`src/rtl/uart_pkg.sv`:
```
// Shared UART definitions: receive-controller state encoding, default clocking
// constants and the cycles-per-bit helper used by the rx/tx blocks.
package uart_pkg;

    typedef enum logic [1:0] {
        ST_OFF    = 2'd0,
        ST_ARM    = 2'd1,
        ST_FRAME  = 2'd2,
        ST_COMMIT = 2'd3
    } ctrl_state_e;

    localparam int unsigned CLK_HZ_DEFAULT = 32'd50_000_000;
    localparam int unsigned BAUD_DEFAULT   = 32'd115_200;

    // Rounded division so the bit period error stays within half a clock.
    function automatic int unsigned cycles_per_bit(input int unsigned clk_hz,
                                                   input int unsigned baud);
        if (baud == 32'd0) begin
            return 32'd0;
        end else begin
            return (clk_hz + (baud >> 1)) / baud;
        end
    endfunction

    localparam int unsigned CYCLES_PER_BIT_DEFAULT = cycles_per_bit(CLK_HZ_DEFAULT, BAUD_DEFAULT);

endpackage

```
`src/rtl/uart_rx_ctrl_if.sv`:
```
// Bus-side pop interface of the receive FIFO; the controller drives head data,
// valid and occupancy, the consumer drives ready.
interface uart_rx_ctrl_if #(
    parameter int P_FIFO_DEPTH = 8
);
    localparam int LW = $clog2(P_FIFO_DEPTH) + 1;

    logic [7:0]    fifo_data_o;
    logic          fifo_valid_o;
    logic          fifo_ready_i;
    logic [LW-1:0] fifo_level_o;

    modport master (
        output fifo_data_o,
        output fifo_valid_o,
        output fifo_level_o,
        input  fifo_ready_i
    );

    modport slave (
        input  fifo_data_o,
        input  fifo_valid_o,
        input  fifo_level_o,
        output fifo_ready_i
    );
endinterface

```
`src/rtl/uart_sync_fifo.sv`:
```
// Single-clock FIFO with occupancy count; a push while full is accepted only
// when a pop frees an entry in the same cycle.
module uart_sync_fifo #(
    parameter int P_WIDTH = 8,
    parameter int P_DEPTH = 8,
    localparam int AW = $clog2(P_DEPTH),
    localparam int LW = AW + 1
) (
    input  logic               clk_i,
    input  logic               rst_i,
    input  logic               push_i,
    input  logic [P_WIDTH-1:0] data_i,
    input  logic               pop_i,
    output logic [P_WIDTH-1:0] data_o,
    output logic               full_o,
    output logic               empty_o,
    output logic [LW-1:0]      level_o
);

    logic [P_WIDTH-1:0] mem_q [P_DEPTH];
    logic [AW-1:0]      wr_ptr_q, wr_ptr_d;
    logic [AW-1:0]      rd_ptr_q, rd_ptr_d;
    logic [LW-1:0]      level_q, level_d;
    logic               do_push_s, do_pop_s;

    assign empty_o   = (level_q == {LW{1'b0}});
    assign full_o    = (level_q == LW'(P_DEPTH));
    assign do_pop_s  = pop_i & ~empty_o;
    assign do_push_s = push_i & (~full_o | do_pop_s);
    assign data_o    = mem_q[rd_ptr_q];
    assign level_o   = level_q;

    // Pointer and occupancy next state; power-of-two depth lets pointers wrap naturally.
    always_comb begin
        wr_ptr_d = wr_ptr_q;
        rd_ptr_d = rd_ptr_q;
        level_d  = level_q;
        if (do_push_s) begin
            wr_ptr_d = wr_ptr_q + AW'(1);
        end else begin
            wr_ptr_d = wr_ptr_q;
        end
        if (do_pop_s) begin
            rd_ptr_d = rd_ptr_q + AW'(1);
        end else begin
            rd_ptr_d = rd_ptr_q;
        end
        case ({do_push_s, do_pop_s})
            2'b10:   level_d = level_q + LW'(1);
            2'b01:   level_d = level_q - LW'(1);
            default: level_d = level_q;
        endcase
    end

    // Pointer and occupancy registers.
    always_ff @(posedge clk_i) begin
        if (rst_i) begin
            wr_ptr_q <= {AW{1'b0}};
            rd_ptr_q <= {AW{1'b0}};
            level_q  <= {LW{1'b0}};
        end else begin
            wr_ptr_q <= wr_ptr_d;
            rd_ptr_q <= rd_ptr_d;
            level_q  <= level_d;
        end
    end

    // Storage array; contents are don't-care until written.
    always_ff @(posedge clk_i) begin
        if (do_push_s) begin
            mem_q[wr_ptr_q] <= data_i;
        end
    end

endmodule

```
`src/rtl/uart_rx_ctrl.sv`:
```
// Receive-side sequencer for one uart_rx: arms/disarms it, gathers per-frame
// status, commits bytes into a FIFO and keeps error, overrun and idle statistics.
module uart_rx_ctrl
    import uart_pkg::*;
#(
    parameter int P_FIFO_DEPTH  = 8,
    parameter int P_DROP_ERR    = 1,
    parameter int P_IDLE_CYCLES = 0,
    parameter int P_CNT_W       = 8
) (
    input  logic               clk_i,
    input  logic               rst_i,
    input  logic               start_i,
    input  logic               stop_i,
    input  logic               parity_en_cfg_i,
    input  logic               parity_sel_cfg_i,
    input  logic               clear_stats_i,
    output logic               rx_enable_o,
    output logic               rx_parity_en_o,
    output logic               rx_parity_sel_o,
    input  logic [7:0]         rx_data_i,
    input  logic               rx_busy_i,
    input  logic               rx_data_ready_i,
    input  logic               rx_parity_err_i,
    input  logic               rx_framing_err_i,
    uart_rx_ctrl_if.master     fifo_if,
    output logic               overrun_o,
    output logic [P_CNT_W-1:0] parity_err_cnt_o,
    output logic [P_CNT_W-1:0] framing_err_cnt_o,
    output logic               idle_timeout_o,
    output logic               armed_o
);

    localparam int LW = $clog2(P_FIFO_DEPTH) + 1;
    localparam int IW = (P_IDLE_CYCLES > 0) ? $clog2(P_IDLE_CYCLES + 1) : 1;
    localparam logic [IW-1:0] IDLE_MAX = IW'(P_IDLE_CYCLES);
    localparam logic IDLE_EN  = (P_IDLE_CYCLES > 0);
    localparam logic DROP_ERR = (P_DROP_ERR != 0);

    function automatic logic [P_CNT_W-1:0] sat_inc(input logic [P_CNT_W-1:0] v);
        if (&v) begin
            return v;
        end else begin
            return v + P_CNT_W'(1);
        end
    endfunction

    ctrl_state_e        state_q, state_d;
    logic               rx_en_q, rx_en_d;
    logic               armed_q, armed_d;
    logic               par_en_q, par_en_d;
    logic               par_sel_q, par_sel_d;
    logic               stop_pend_q, stop_pend_d;
    logic               got_q, got_d;
    logic               perr_q, perr_d;
    logic               ferr_q, ferr_d;
    logic               busy_prev_q, drdy_prev_q;
    logic [P_CNT_W-1:0] par_cnt_q, par_cnt_d;
    logic [P_CNT_W-1:0] frm_cnt_q, frm_cnt_d;
    logic               overrun_q, overrun_d;
    logic [IW-1:0]      idle_cnt_q, idle_cnt_d;
    logic               idle_run_q, idle_run_d;
    logic               idle_pulse_q, idle_pulse_d;

    logic               push_s, pop_s;
    logic               fifo_full_s, fifo_empty_s;
    logic [7:0]         fifo_data_s;
    logic [LW-1:0]      fifo_level_s;

    assign pop_s = fifo_if.fifo_ready_i & ~fifo_empty_s;

    uart_sync_fifo #(
        .P_WIDTH (8),
        .P_DEPTH (P_FIFO_DEPTH)
    ) u_fifo (
        .clk_i   (clk_i),
        .rst_i   (rst_i),
        .push_i  (push_s),
        .data_i  (rx_data_i),
        .pop_i   (pop_s),
        .data_o  (fifo_data_s),
        .full_o  (fifo_full_s),
        .empty_o (fifo_empty_s),
        .level_o (fifo_level_s)
    );

    // Controller next state, per-frame flags, statistics and idle timer.
    always_comb begin
        state_d      = state_q;
        par_en_d     = par_en_q;
        par_sel_d    = par_sel_q;
        stop_pend_d  = stop_pend_q;
        got_d        = got_q;
        perr_d       = perr_q;
        ferr_d       = ferr_q;
        par_cnt_d    = par_cnt_q;
        frm_cnt_d    = frm_cnt_q;
        overrun_d    = overrun_q;
        idle_cnt_d   = idle_cnt_q;
        idle_run_d   = idle_run_q;
        idle_pulse_d = 1'b0;
        push_s       = 1'b0;

        case (state_q)
            ST_OFF: begin
                if (start_i) begin
                    state_d   = ST_ARM;
                    par_en_d  = parity_en_cfg_i;
                    par_sel_d = parity_sel_cfg_i;
                end else begin
                    state_d = ST_OFF;
                end
            end
            ST_ARM: begin
                // A frame already under way outranks a disarm request.
                if (rx_busy_i) begin
                    state_d     = ST_FRAME;
                    got_d       = 1'b0;
                    perr_d      = 1'b0;
                    ferr_d      = 1'b0;
                    stop_pend_d = stop_pend_q | stop_i;
                end else if (stop_i) begin
                    state_d = ST_OFF;
                end else begin
                    state_d = ST_ARM;
                end
            end
            ST_FRAME: begin
                if (rx_data_ready_i & ~drdy_prev_q) begin
                    got_d = 1'b1;
                end else begin
                    got_d = got_q;
                end
                perr_d      = perr_q | rx_parity_err_i;
                ferr_d      = ferr_q | rx_framing_err_i;
                stop_pend_d = stop_pend_q | stop_i;
                if (busy_prev_q & ~rx_busy_i) begin
                    state_d = ST_COMMIT;
                end else begin
                    state_d = ST_FRAME;
                end
            end
            ST_COMMIT: begin
                push_s = got_q & ~(DROP_ERR & (perr_q | ferr_q));
                if (got_q & perr_q) begin
                    par_cnt_d = sat_inc(par_cnt_q);
                end else begin
                    par_cnt_d = par_cnt_q;
                end
                if (got_q & ferr_q) begin
                    frm_cnt_d = sat_inc(frm_cnt_q);
                end else begin
                    frm_cnt_d = frm_cnt_q;
                end
                if (stop_pend_q | stop_i) begin
                    state_d     = ST_OFF;
                    stop_pend_d = 1'b0;
                end else begin
                    state_d = ST_ARM;
                end
            end
            default: begin
                state_d = ST_OFF;
            end
        endcase

        if (push_s & fifo_full_s & ~pop_s) begin
            overrun_d = 1'b1;
        end else begin
            overrun_d = overrun_q;
        end

        // Timer restarts on every accepted byte and freezes once it has fired.
        if (push_s) begin
            idle_cnt_d = {IW{1'b0}};
            idle_run_d = IDLE_EN;
        end else if ((state_q == ST_ARM) && idle_run_q && (idle_cnt_q != IDLE_MAX)) begin
            idle_cnt_d   = idle_cnt_q + IW'(1);
            idle_pulse_d = (idle_cnt_d == IDLE_MAX);
        end else begin
            idle_cnt_d = idle_cnt_q;
        end
        idle_run_d   = idle_run_d & (state_d != ST_OFF);
        idle_pulse_d = idle_pulse_d & (state_d != ST_OFF);

        par_cnt_d = clear_stats_i ? {P_CNT_W{1'b0}} : par_cnt_d;
        frm_cnt_d = clear_stats_i ? {P_CNT_W{1'b0}} : frm_cnt_d;
        overrun_d = clear_stats_i ? 1'b0 : overrun_d;

        rx_en_d = (state_d != ST_OFF);
        armed_d = (state_d != ST_OFF);
    end

    // Controller and statistics registers.
    always_ff @(posedge clk_i) begin
        if (rst_i) begin
            state_q      <= ST_OFF;
            rx_en_q      <= 1'b0;
            armed_q      <= 1'b0;
            par_en_q     <= 1'b0;
            par_sel_q    <= 1'b0;
            stop_pend_q  <= 1'b0;
            got_q        <= 1'b0;
            perr_q       <= 1'b0;
            ferr_q       <= 1'b0;
            busy_prev_q  <= 1'b0;
            drdy_prev_q  <= 1'b0;
            par_cnt_q    <= {P_CNT_W{1'b0}};
            frm_cnt_q    <= {P_CNT_W{1'b0}};
            overrun_q    <= 1'b0;
            idle_cnt_q   <= {IW{1'b0}};
            idle_run_q   <= 1'b0;
            idle_pulse_q <= 1'b0;
        end else begin
            state_q      <= state_d;
            rx_en_q      <= rx_en_d;
            armed_q      <= armed_d;
            par_en_q     <= par_en_d;
            par_sel_q    <= par_sel_d;
            stop_pend_q  <= stop_pend_d;
            got_q        <= got_d;
            perr_q       <= perr_d;
            ferr_q       <= ferr_d;
            busy_prev_q  <= rx_busy_i;
            drdy_prev_q  <= rx_data_ready_i;
            par_cnt_q    <= par_cnt_d;
            frm_cnt_q    <= frm_cnt_d;
            overrun_q    <= overrun_d;
            idle_cnt_q   <= idle_cnt_d;
            idle_run_q   <= idle_run_d;
            idle_pulse_q <= idle_pulse_d;
        end
    end

    assign rx_enable_o        = rx_en_q;
    assign armed_o            = armed_q;
    assign rx_parity_en_o     = par_en_q;
    assign rx_parity_sel_o    = par_sel_q;
    assign overrun_o          = overrun_q;
    assign parity_err_cnt_o   = par_cnt_q;
    assign framing_err_cnt_o  = frm_cnt_q;
    assign idle_timeout_o     = idle_pulse_q;
    assign fifo_if.fifo_data_o  = fifo_data_s;
    assign fifo_if.fifo_valid_o = ~fifo_empty_s;
    assign fifo_if.fifo_level_o = fifo_level_s;

endmodule
```
`src/flat_wrapper.sv`:
```
// flat-port wrapper written by rule: the top's interface ports become plain ports
module uart_rx_ctrl_flat import uart_pkg::*;
#(
    parameter int P_FIFO_DEPTH  = 8,
    parameter int P_DROP_ERR    = 1,
    parameter int P_IDLE_CYCLES = 0,
    parameter int P_CNT_W       = 8
)
  (clk_i, rst_i, start_i, stop_i, parity_en_cfg_i, parity_sel_cfg_i, clear_stats_i, rx_enable_o, rx_parity_en_o, rx_parity_sel_o, rx_data_i, rx_busy_i, rx_data_ready_i, rx_parity_err_i, rx_framing_err_i, overrun_o, parity_err_cnt_o, framing_err_cnt_o, idle_timeout_o, armed_o, fifo_if_fifo_data_o, fifo_if_fifo_valid_o, fifo_if_fifo_level_o, fifo_if_fifo_ready_i);
  uart_rx_ctrl_if #(.P_FIFO_DEPTH(P_FIFO_DEPTH)) fifo_if_i ();
  input  logic clk_i;
  input  logic rst_i;
  input  logic start_i;
  input  logic stop_i;
  input  logic parity_en_cfg_i;
  input  logic parity_sel_cfg_i;
  input  logic clear_stats_i;
  output logic rx_enable_o;
  output logic rx_parity_en_o;
  output logic rx_parity_sel_o;
  input  logic [7:0] rx_data_i;
  input  logic rx_busy_i;
  input  logic rx_data_ready_i;
  input  logic rx_parity_err_i;
  input  logic rx_framing_err_i;
  output logic overrun_o;
  output logic [P_CNT_W-1:0] parity_err_cnt_o;
  output logic [P_CNT_W-1:0] framing_err_cnt_o;
  output logic idle_timeout_o;
  output logic armed_o;
  output wire logic [$bits(fifo_if_i.fifo_data_o)-1:0] fifo_if_fifo_data_o;
  output wire logic [$bits(fifo_if_i.fifo_valid_o)-1:0] fifo_if_fifo_valid_o;
  output wire logic [$bits(fifo_if_i.fifo_level_o)-1:0] fifo_if_fifo_level_o;
  input wire logic [$bits(fifo_if_i.fifo_ready_i)-1:0] fifo_if_fifo_ready_i;
  assign fifo_if_fifo_data_o = fifo_if_i.fifo_data_o;
  assign fifo_if_fifo_valid_o = fifo_if_i.fifo_valid_o;
  assign fifo_if_fifo_level_o = fifo_if_i.fifo_level_o;
  assign fifo_if_i.fifo_ready_i = fifo_if_fifo_ready_i;
  uart_rx_ctrl #(.P_FIFO_DEPTH(P_FIFO_DEPTH), .P_DROP_ERR(P_DROP_ERR), .P_IDLE_CYCLES(P_IDLE_CYCLES), .P_CNT_W(P_CNT_W)) u_core (.clk_i(clk_i), .rst_i(rst_i), .start_i(start_i), .stop_i(stop_i), .parity_en_cfg_i(parity_en_cfg_i), .parity_sel_cfg_i(parity_sel_cfg_i), .clear_stats_i(clear_stats_i), .rx_enable_o(rx_enable_o), .rx_parity_en_o(rx_parity_en_o), .rx_parity_sel_o(rx_parity_sel_o), .rx_data_i(rx_data_i), .rx_busy_i(rx_busy_i), .rx_data_ready_i(rx_data_ready_i), .rx_parity_err_i(rx_parity_err_i), .rx_framing_err_i(rx_framing_err_i), .fifo_if(fifo_if_i), .overrun_o(overrun_o), .parity_err_cnt_o(parity_err_cnt_o), .framing_err_cnt_o(framing_err_cnt_o), .idle_timeout_o(idle_timeout_o), .armed_o(armed_o));
endmodule
```
`config.mk`:
```
export PLATFORM = sky130hd
export DESIGN_NAME = uart_rx_ctrl_flat
export DESIGN_NICKNAME = d
export VERILOG_FILES = /design/src/rtl/uart_pkg.sv /design/src/rtl/uart_rx_ctrl_if.sv /design/src/rtl/uart_sync_fifo.sv /design/src/rtl/uart_rx_ctrl.sv /design/src/flat_wrapper.sv
export SDC_FILE = /design/constraint.sdc
export NUM_CORES = 1
export LEC_CHECK = 0
export ABC_AREA = 1
export CORE_ASPECT_RATIO = 0.6
export CORE_MARGIN = 2
export CORE_UTILIZATION = 50
export DETAILED_ROUTE_END_ITERATION = 7
export PLACE_DENSITY_LB_ADDON = 0.2
export SLEW_MARGIN = 20
export SYNTH_ARGS = -nofsm -noshare
export SYNTH_HDL_FRONTEND = slang
export SYNTH_SLANG_ARGS = --single-unit
```
`constraint.sdc`:
```
create_clock -name clk_i -period 2.1 [get_ports clk_i]
set_clock_uncertainty 0.1 [all_clocks]
set_input_delay 0.315 -clock clk_i [delete_from_list [all_inputs] [get_ports clk_i]]
set_output_delay 0.315 -clock clk_i [all_outputs]
set_load 0.02 [all_outputs]
```
==> impl_metrics.toml <==
[status]
status = "complete, no violations"

[detailed_routing]
drc = 0
wirelength_um = 10700
first_pass_iters = 5
drtAntennaViolNets = 0
viasPerCell = 5.53
dr.first_iter.drc_count = 408
wl_per_cell_um = 16.2
vias = 3647

[floorplanning]
row_count = 26
core-area_um2 = 8590
start_util_pct = 52.1
boundaryPins = 55
die-area_um2 = 9750
chipWidth_um = 126
die-height_um = 77.3

[logic_synthesis]
ys_warn_count = 0
synth_fp_nets = 486
synth_area_leaders = "edfxtp_1, dfxtp_1, nor2_1"
netlist_top_cells_count = "nor2_1, edfxtp_1, o21ai_0"
synth_edf_count = 64
synth_area_um2 = 4480
ys_types = 35
synthArstFlopShare_pct = 0
yosysTopAreaCell = "edfxtp_1"
synth-seq-cells = 108
ys_seq_area_share_pct = 62.6
synthFlopType = "edfxtp_1"
synthCells = 461
synth_top_area_share_pct = 42.9
post-synth-top-count-cell = "nor2_1"
avgSynthCellArea_um2 = 9.71

[sta]
slew_headroom_pct = 65.7
max_clock_freq_mhz = 481
setup_violations = 0
slew_viol_final = 0
period_share_pct = 99.0
fin_setup_tns_ps = 0
tightest_slew_ps = 515
rsz0062_at_grt = "true"
finalHoldViolations = 0
fin_crit_ps = 2080

[power_and_ir_drop]
pwr_density_cell_nw_per_um2 = 1100
power.total_mw = 6.35
p_leak_nw = 2.15
ir_drop_uv = 566

[global_routing]
grt_pass1_wl_um = 16400
grt_pass1_vias = 3333
grt_max_degree = 18
grt_overflow = 0
grtUsageTotal_pct = 22.0
antenna_found_initial = 0

[clocking]
htreeDepth = 3
cts_hold_buf = 0
cts-root-buf = "clkbuf_16"
numCtsBuffers = 9
cts_tree = "yes"
cts_num_sinks = 108
path_clk_slew_ps = 70
cts_buffer_depth = 2
insertion_delay_ps = 350

[worst_setup_path]
r2r_start = "u_core.u_fifo.level_o[1]$_SDFFE_PP0P_"
timing_worst_setup_path_type = "flip-flop to output pin"
cp.arrival_ps = 1660
critPathRequiredTime_ps = 1680
r2r_cells = 9
cp-start-kind = "flip-flop"
timing.rr.end = "u_core.u_fifo.mem_q[7][0]$_DFFE_PP_"
end_kind = "output pin"
path_max_fanout = 8
rrSetupSlack_ps = 160
cp-endpoint = "fifo_if_fifo_data_o[4]"

[worst_hold_path]
hp-class = "flip-flop to flip-flop"

[cells_and_area]
drive_gt1_share_pct = 15.9
nNetsFinal = 568
syn_to_final_growth_pct = 29.0
diodes = 0

[place]
place.gp.congestion = 0.874
port_buffers = 54
hpwlAfterDp_um = 7130

[run]
drv_cap = 0
==> worst max-delay path: stages (launching register included) <==
cell and delay, ps:
dfxtp_4 440, clkinv_4 90, buf_4 150, clkbuf_16 160, o21ai_1 170, a31oi_2 130, buf_4 180
==> sequential cells by signal, summed over array words and instances (netlist names), 2 cells and up, named ones only <==
| register | count |
|---|---|
| u_core.u_fifo.level_o | 4 |
| u_core.u_fifo.wr_ptr_q | 3 |
| u_core.u_fifo.rd_ptr_q | 3 |
| u_core.u_fifo.mem_q | 64 |
| u_core.framing_err_cnt_o | 8 |
| u_core.state_q | 2 |
| u_core.parity_err_cnt_o | 8 |
==> stage by stage <==
step	std cells	util [%]	hold WS [ps]	cell area, um2	setup slack (ps)
2_1_floorplan	461	-	314	4480	-209
3_3_place_gp	639	62.0	333	5330	-42.8
3_5_place_dp	639	62.0	349	5330	-58.0
4_1_cts	656	65.6	359	5630	-9.09
5_1_grt	660	67.2	384	5770	-67.5
6_report	660	67.2	359	5770	22.0
==> repair_timing <==
item | 4_1_cts | 5_1_grt
pin swaps | 1 | 5
setup endpoints to repair | 8 | 9
gates cloned | 1 | 2
gates resized for setup | 41 | 46
buffers inserted | 0 | 2
==> layout by cell type, fill, tap and decap left out, drive strengths merged, types with 13 or more instances in the layout <==
master	count
nor2	99
edfxtp	64
o21ai	53
inv	52
nand2	50
clkdlybuf4s50	46
dfxtp	44
buf	36
a21oi	25
nand3	13
clkbuf	13
==> area by class of cell <==
cell class / count / area, um2
Multi-Input combinational cell: 289 / 1470
Clock buffer: 11 / 255
Inverter: 51 / 204
Tap cell: 112 / 140
Sequential cell: 108 / 2810
Fill cell: 662 / 2810
Clock inverter: 5 / 56.3
Timing Repair Buffer: 84 / 843
==> metal layers <==
layer	vias up	track usage, %	part of all wire, %
met5	-	0	0
met4	0	7.25	0.94
met3	10	4.95	8.4
met2	196	30.9	43
met1	1706	33.5	47
li1	1735	-	-
==> logic make-up (layout without fill, tap and decap cells) <==
kind of cell | after synthesis | after routing | share of synthesized area, %
AOI/OAI and AO/OA | 100 | 100 | 12.2
xor gates and xnor gates | 4 | 4 | 0.783
adders and majority gates | 5 | 5 | 1.40
buffers and inverters | 64 | 151 | 5.65
DFF | 108 | 108 | 62.6
and+or+nand+nor | 180 | 180 | 17.4
==> where the power goes <==
group	switching [mW]	internal, mW	leakage [nW]
sequential	0.105	2.33	0.933
combinational	1.21	0.950	1.06
clock	0.750	1.00	0.156
==> worst min path at each step <==
stage                                       startpoint                                       to  depth (start not counted)
3_3_place_gp            u_core.idle_cnt_q$_SDFFE_PP0P_           u_core.idle_cnt_q$_SDFFE_PP0P_                          2
3_5_place_dp            u_core.idle_cnt_q$_SDFFE_PP0P_           u_core.idle_cnt_q$_SDFFE_PP0P_                          2
4_1_cts                 u_core.idle_cnt_q$_SDFFE_PP0P_           u_core.idle_cnt_q$_SDFFE_PP0P_                          2
5_1_grt        u_core.parity_err_cnt_o[4]$_SDFFE_PP0P_  u_core.parity_err_cnt_o[4]$_SDFFE_PP0P_                          2
2_1_floorplan                             rx_data_i[0]      u_core.u_fifo.mem_q[0][0]$_DFFE_PP_                          0
6_report                u_core.idle_cnt_q$_SDFFE_PP0P_           u_core.idle_cnt_q$_SDFFE_PP0P_                          2
No activity file was read; power rests on OpenSTA's default activity.
